## config.mk

```make
export PLATFORM = sky130hd
export DESIGN_NAME = seg7_dual_scan
export DESIGN_NICKNAME = d
export VERILOG_FILES = /design/src/rtl/seg7_pkg.sv /design/src/rtl/hex_to_seg7.sv /design/src/rtl/seg7_dual_scan.sv
export SDC_FILE = /design/constraint.sdc
export NUM_CORES = 1
export LEC_CHECK = 0
export ABC_CLOCK_PERIOD_IN_PS = 5100
export BUFFER_PORTS_ARGS = -buffer_cell sky130_fd_sc_hd__buf_2
export CAP_MARGIN = 15
export CORE_ASPECT_RATIO = 2
export CORE_UTILIZATION = 55
export DETAILED_ROUTE_END_ITERATION = 10
export GPL_ROUTABILITY_DRIVEN = 0
export PLACE_DENSITY_LB_ADDON = 0.15
export REMOVE_ABC_BUFFERS = 1
export SLEW_MARGIN = 20
export SYNTH_ARGS = -nofsm -noshare
export SYNTH_HDL_FRONTEND = slang
export SYNTH_SLANG_ARGS = --single-unit
```

## constraint.sdc

```tcl
create_clock -name clk -period 5.1 [get_ports clk]
set_clock_uncertainty 0.15 [all_clocks]
set_input_delay 1.53 -clock clk [delete_from_list [all_inputs] [get_ports clk]]
set_output_delay 1.53 -clock clk [all_outputs]
set_load 0.01 [all_outputs]
```

## src/rtl/seg7_pkg.sv

```systemverilog
// Shared definitions for the 7-segment display blocks: scan states and the
// active-high a..g glyph patterns for hex digits.
package seg7_pkg;

  typedef enum logic [1:0] {
    ST_DIG0   = 2'd0,
    ST_BLANK0 = 2'd1,
    ST_DIG1   = 2'd2,
    ST_BLANK1 = 2'd3
  } scan_state_e;

  // Active-high patterns, bit 0 = segment a ... bit 6 = segment g
  localparam logic [6:0] SEG_OFF   = 7'h00;
  localparam logic [6:0] SEG_HEX_0 = 7'h3F;
  localparam logic [6:0] SEG_HEX_1 = 7'h06;
  localparam logic [6:0] SEG_HEX_2 = 7'h5B;
  localparam logic [6:0] SEG_HEX_3 = 7'h4F;
  localparam logic [6:0] SEG_HEX_4 = 7'h66;
  localparam logic [6:0] SEG_HEX_5 = 7'h6D;
  localparam logic [6:0] SEG_HEX_6 = 7'h7D;
  localparam logic [6:0] SEG_HEX_7 = 7'h07;
  localparam logic [6:0] SEG_HEX_8 = 7'h7F;
  localparam logic [6:0] SEG_HEX_9 = 7'h6F;
  localparam logic [6:0] SEG_HEX_A = 7'h77;
  localparam logic [6:0] SEG_HEX_B = 7'h7C;
  localparam logic [6:0] SEG_HEX_C = 7'h39;
  localparam logic [6:0] SEG_HEX_D = 7'h5E;
  localparam logic [6:0] SEG_HEX_E = 7'h79;
  localparam logic [6:0] SEG_HEX_F = 7'h71;

  function automatic logic [6:0] hex_pattern(input logic [3:0] nib);
    logic [6:0] pat;
    pat = SEG_OFF;
    case (nib)
      4'h0: pat = SEG_HEX_0;
      4'h1: pat = SEG_HEX_1;
      4'h2: pat = SEG_HEX_2;
      4'h3: pat = SEG_HEX_3;
      4'h4: pat = SEG_HEX_4;
      4'h5: pat = SEG_HEX_5;
      4'h6: pat = SEG_HEX_6;
      4'h7: pat = SEG_HEX_7;
      4'h8: pat = SEG_HEX_8;
      4'h9: pat = SEG_HEX_9;
      4'hA: pat = SEG_HEX_A;
      4'hB: pat = SEG_HEX_B;
      4'hC: pat = SEG_HEX_C;
      4'hD: pat = SEG_HEX_D;
      4'hE: pat = SEG_HEX_E;
      4'hF: pat = SEG_HEX_F;
      default: pat = SEG_OFF;
    endcase
    return pat;
  endfunction

endpackage

```

## src/rtl/hex_to_seg7.sv

```systemverilog
// Combinational nibble to 7-segment decoder, active-high a..g.
module hex_to_seg7
  import seg7_pkg::*;
(
  input  logic [3:0] nibble,
  output logic [6:0] seg
);

  assign seg = hex_pattern(nibble);

endmodule

```

## src/rtl/seg7_dual_scan.sv

```systemverilog
// Two-digit multiplexed 7-segment driver: digit 0 shows x, digit 1 shows y with
// its decimal point. x/y are snapshotted once per frame on entry to DIG0.
module seg7_dual_scan
  import seg7_pkg::*;
#(
  parameter int DIGIT_CYCLES   = 13500,
  parameter int BLANK_CYCLES   = 16,
  parameter bit SEG_ACTIVE_LOW = 1'b1,
  parameter bit DIG_ACTIVE_LOW = 1'b1
) (
  input  logic       clk,
  input  logic       rst_n,
  input  logic       en,
  input  logic [3:0] x,
  input  logic [3:0] y,
  output logic [6:0] seg,
  output logic       dp,
  output logic [1:0] dig,
  output logic       frame_tick
);

  localparam int MAX_CYCLES = (DIGIT_CYCLES > BLANK_CYCLES) ? DIGIT_CYCLES : BLANK_CYCLES;
  localparam int CNT_W      = (MAX_CYCLES > 1) ? $clog2(MAX_CYCLES) : 1;

  localparam logic [CNT_W-1:0] DIGIT_LAST = CNT_W'(DIGIT_CYCLES - 1);
  localparam logic [CNT_W-1:0] BLANK_LAST = CNT_W'(BLANK_CYCLES - 1);

  localparam logic [6:0] SEG_OFF_PIN = SEG_ACTIVE_LOW ? ~SEG_OFF : SEG_OFF;
  localparam logic       DP_OFF_PIN  = SEG_ACTIVE_LOW ? 1'b1 : 1'b0;
  localparam logic [1:0] DIG_OFF_PIN = DIG_ACTIVE_LOW ? 2'b11 : 2'b00;

  function automatic logic [6:0] seg_pins(input logic [6:0] s);
    return SEG_ACTIVE_LOW ? ~s : s;
  endfunction

  function automatic logic dp_pin(input logic d);
    return SEG_ACTIVE_LOW ? ~d : d;
  endfunction

  function automatic logic [1:0] dig_pins(input logic [1:0] d);
    return DIG_ACTIVE_LOW ? ~d : d;
  endfunction

  scan_state_e      state_q, state_d;
  logic [CNT_W-1:0] cnt_q, cnt_d;
  logic [3:0]       x_s_q, x_s_d;
  logic [3:0]       y_s_q, y_s_d;
  logic [6:0]       seg_q, seg_d;
  logic             dp_q, dp_d;
  logic [1:0]       dig_q, dig_d;
  logic             frame_tick_q, frame_tick_d;

  logic             phase_done;
  logic             enter_dig0;
  logic [3:0]       dec_nibble;
  logic [6:0]       dec_seg;
  logic [6:0]       seg_ah;
  logic             dp_ah;
  logic [1:0]       dig_ah;

  // Scan sequencer and frame snapshot
  always_comb begin
    state_d    = state_q;
    cnt_d      = cnt_q + 1'b1;
    x_s_d      = x_s_q;
    y_s_d      = y_s_q;
    enter_dig0 = 1'b0;

    if ((state_q == ST_DIG0) || (state_q == ST_DIG1)) begin
      phase_done = (cnt_q == DIGIT_LAST);
    end else begin
      phase_done = (cnt_q == BLANK_LAST);
    end

    if (!en) begin
      state_d = ST_BLANK1;
      cnt_d   = '0;
    end else if (phase_done) begin
      cnt_d = '0;
      case (state_q)
        ST_DIG0:   state_d = ST_BLANK0;
        ST_BLANK0: state_d = ST_DIG1;
        ST_DIG1:   state_d = ST_BLANK1;
        ST_BLANK1: begin
          state_d    = ST_DIG0;
          enter_dig0 = 1'b1;
        end
        default:   state_d = ST_BLANK1;
      endcase
    end

    if (enter_dig0) begin
      x_s_d = x;
      y_s_d = y;
    end
  end

  // Outputs are computed from the next state so they register on the same edge
  assign dec_nibble = (state_d == ST_DIG1) ? y_s_d : x_s_d;

  hex_to_seg7 u_dec (
    .nibble (dec_nibble),
    .seg    (dec_seg)
  );

  always_comb begin
    seg_ah = SEG_OFF;
    dp_ah  = 1'b0;
    dig_ah = 2'b00;
    case (state_d)
      ST_DIG0: begin
        seg_ah = dec_seg;
        dig_ah = 2'b01;
      end
      ST_DIG1: begin
        seg_ah = dec_seg;
        dp_ah  = 1'b1;
        dig_ah = 2'b10;
      end
      default: ;
    endcase

    seg_d        = seg_pins(seg_ah);
    dp_d         = dp_pin(dp_ah);
    dig_d        = dig_pins(dig_ah);
    frame_tick_d = enter_dig0;
  end

  always_ff @(posedge clk or negedge rst_n) begin
    if (!rst_n) begin
      state_q      <= ST_BLANK1;
      cnt_q        <= '0;
      x_s_q        <= 4'h0;
      y_s_q        <= 4'h0;
      seg_q        <= SEG_OFF_PIN;
      dp_q         <= DP_OFF_PIN;
      dig_q        <= DIG_OFF_PIN;
      frame_tick_q <= 1'b0;
    end else begin
      state_q      <= state_d;
      cnt_q        <= cnt_d;
      x_s_q        <= x_s_d;
      y_s_q        <= y_s_d;
      seg_q        <= seg_d;
      dp_q         <= dp_d;
      dig_q        <= dig_d;
      frame_tick_q <= frame_tick_d;
    end
  end

  assign seg        = seg_q;
  assign dp         = dp_q;
  assign dig        = dig_q;
  assign frame_tick = frame_tick_q;

endmodule

```

==> results by group <==
Synthesis
  • Biggest area consumer among synthesized cells: dfrtp_1
  • Post-Synthesis Cell Area: 0.001817 mm^2
  • Largest family of logic cells by synthesized area: simple AND/OR/NAND/NOR gates
  • Mux contribution to synthesized area: 0.1164
  • Synth top area cells: dfrtp_1, dfstp_2, ha_1, mux2i_1, nor2_1
  • Synth Area in XOR/XNOR: 0.05785
  • Sequential area share after synthesis: 0.4759
  • Compound-Gate Fraction of Synth Area: 0.06749
  • FF+latch count, synth: 34
  • Yosys top cell area share: 0.3168
  • Number of distinct library cells after synthesis: 39
  • Syn Inst Count: 168
  • Post-synthesis simple-gate area fraction: 0.1577
  • Adder-cell share of the synthesized area: 0.06887
  • Yosys warns: 0
  • Synthesized area per cell: 10.81 um^2

Placed design
  • Dpl cells: 214
  • Post-DP Area: 0.001908 mm^2
  • Port buffer count: 21
  • Hpwl dp: 2.568 mm

Power
  • PwrDens: 246.9 mW/mm^2
  • Switching share of power: 0.2162
  • Clk network pwr share: 0.408
  • Int Pwr: 0.0003869 W
  • Pleak: 0.9434 nW
  • Sequential share of power: 0.557
  • Logic gate share of total power: 0.036
  • Maximum VDD drop: 267.1 uV
  • Net switching power: 0.0001067 W

GRT
  • Vias in the first global route: 1384
  • Initial antenna violation count: 0
  • Remaining global-route overflow: 0
  • First-pass GRT wire length: 5.954 mm
  • Largest net degree at the start of global routing: 35
  • Gr usage total: 0.2205

Final layout
  • Antenna cells: 0
  • Core Util, Final: 0.6334
  • Fin area: 0.001999 mm^2
  • Fin nets: 211
  • Area growth, synth to finish: 10.06%
  • Share of cells above drive strength 1: 0.2723
  • Non-Filler Instances: 222
  • # fillers: 270
  • Most frequent cells in the layout: nor2_1, dfrtp_1, buf_2

Die
  • Die X: 42.64 um
  • Starting Density: 0.5755
  • Num ports: 22
  • CORE AREA: 0.003157 mm^2
  • Num rows: 29
  • Die area: 0.003551 mm^2
  • Die height: 83.28 um

Setup path
  • Depth of the worst register-to-register path: 9
  • CP Data Arrival Time: 3.51 ns
  • WP depth: 7
  • CP Cell Sequence: buf_2 > and3_2 > mux2i_1 > mux2i_1 > inv_1 > ha_1 > o311ai_0
  • Crit-path leading delay family: multiplexers
  • Crit-path max FO: 11
  • CP max stage delay: 0.46 ns
  • Worst Setup End Kind: flip-flop
  • Crit path launch type: input port
  • Crit Path Class: in2reg
  • Crit path required time: 5.09 ns
  • Most frequent CP cell: mux2i_1
  • WP buf/inv: 2
  • CP max stage cell: o311ai_0

Clock network
  • Clk buf depth: 2
  • Post-CTS sizing: 0
  • Hold_buf cts: 0
  • Root buf cell: clkbuf_8
  • Htree depth: 2
  • Clock slew seen by the registers of the worst setup and hold paths: 0.06 ns
  • Cts bufs inserted: 5
  • CTS tree: yes
  • CTS sink count: 34
  • Clk_lat worst skew: 0.29 ns
  • Postcts setup bufs: 0

Run
  • Max Cap Viol: 0

Outcome
  • Status: finished clean

Drt
  • Post-route DRC: 0
  • DR vias/cell: 5.748
  • Initial DRC count: 33
  • Total number of vias: 1276
  • Final WL: 3.404 mm
  • Drt first pass iters: 4
  • Routed Antenna Nets: 0
  • DR WL/cell: 15.33 um

Timing
  • Setup violations, final: 0
  • Unrepaired setup endpoints after global routing: false
  • Setup Total Neg Slack: 0 ns
  • Final hold vios: 0
  • Tmin final: 3.521 ns
  • Max-slew violations: 0
  • Max Clk Rate: 284.0 MHz
  • Part of the cycle the worst path needs: 0.6903
  • Max_slew headroom: 0.5152
  • Worst-Margin Slew: 0.7272 ns

Min path
  • Hold Path Depth: 2
  • Hold Path Class: reg2reg
## layer usage
layer,up-vias,share of wire,GRT usage
li1,612,-,-
met5,-,0,0
met3,7,0.021,0.03696
met2,22,0.57,0.3857
met1,635,0.38,0.2327
met4,0,0.030,0.1335
## cells by family after synthesis
family,after synthesis
adder cells (fa/ha/maj),10
multiplexers,19
buffers and inverters,19
flip-flops,34
AND/OR/NAND/NOR,58
AO/OA/AOI/OAI,16
XOR/XNOR,12
## worst register-to-register path, delay by kind of cell (launching register included)
| family | cells | cell delay (ns) |
|---|---|---|
| buffers and inverters | 1 | 0.17 |
| adder cells (fa/ha/maj) | 1 | 0.25 |
| flip-flops | 1 | 0.46 |
| AO/OA/AOI/OAI | 2 | 0.68 |
| multiplexers | 2 | 0.59 |
| AND/OR/NAND/NOR | 3 | 1.01 |
## cell type report
cell class                      count  area [um^2]  area share
Tap cell                           31        38.79     0.01940
Sequential cell                    34        864.6      0.4324
Multi-Input combinational cell    115        850.8      0.4255
Inverter                           13        48.80     0.02441
Clock buffer                        7        86.33     0.04318
Timing Repair Buffer               21        105.1     0.05257
Clock inverter                      1        5.005    0.002503
## synthesized netlist by cell type, drive strengths merged
cell / number
a21oi: 4
and2: 1
and3: 3
and4: 1
buf: 5
clkbuf: 1
dfrtp: 23
dfstp: 11
ha: 10
inv: 13
mux2: 8
mux2i: 11
nand2: 8
nand2b: 4
nand3: 9
nand4: 4
nor2: 23
nor2b: 1
nor4: 2
o2111ai: 1
o211a: 1
o211ai: 1
o21ai: 3
o221ai: 3
o22ai: 1
o311ai: 1
o31a: 1
or2b: 1
or4: 1
xnor2: 4
xor2: 8
## path summary, 6_finish.rpt
kind / startpoint / to / slack (ns)
min in group asynchronous: rst_n / cnt_q[4]$_DFF_PN0_ / 1.15
max in group asynchronous: rst_n / x_s_q[2]$_DFF_PN0_ / 3.18
worst min register to register: x_s_q[1]$_DFF_PN0_ / x_s_q[1]$_DFF_PN0_ / 0.34
worst max-delay path: en / seg[2]$_DFF_PN1_ / 1.58
worst max register to register: cnt_q[2]$_DFF_PN0_ / seg[2]$_DFF_PN1_ / 1.63
worst min-delay path: x_s_q[1]$_DFF_PN0_ / x_s_q[1]$_DFF_PN0_ / 0.34
## stage by stage
stage / hold slack (ns) / setup WS, ns / power, W
6_report: 0.3366 / 1.579 / 0.0004936
3_3_place_gp: 0.3116 / 1.459 / 0.0002959
4_1_cts: 0.3405 / 1.634 / 0.0004997
2_1_floorplan: 0.2955 / 1.746 / 0.0002849
5_1_grt: 0.3638 / 1.406 / 0.0005126
3_5_place_dp: 0.3274 / 1.313 / 0.0002974
## power by group through the flow
stage	logic, W	clock network [W]	registers [W]
2_1_floorplan	0.00000645	0	0.000278
3_3_place_gp	0.0000171	0	0.000279
3_5_place_dp	0.0000182	0	0.000279
4_1_cts	0.0000182	0.000207	0.000274
5_1_grt	0.0000203	0.000218	0.000275
6_report	0.0000175	0.000201	0.000275
## sequential cells by signal (all words and copies together), names as in the netlist
register,flops
cnt_q,14
seg,7
x_s_q,4
y_s_q,4
dig,2
state_q,2
frame_tick,1
Power figures use the tool's default switching activity.
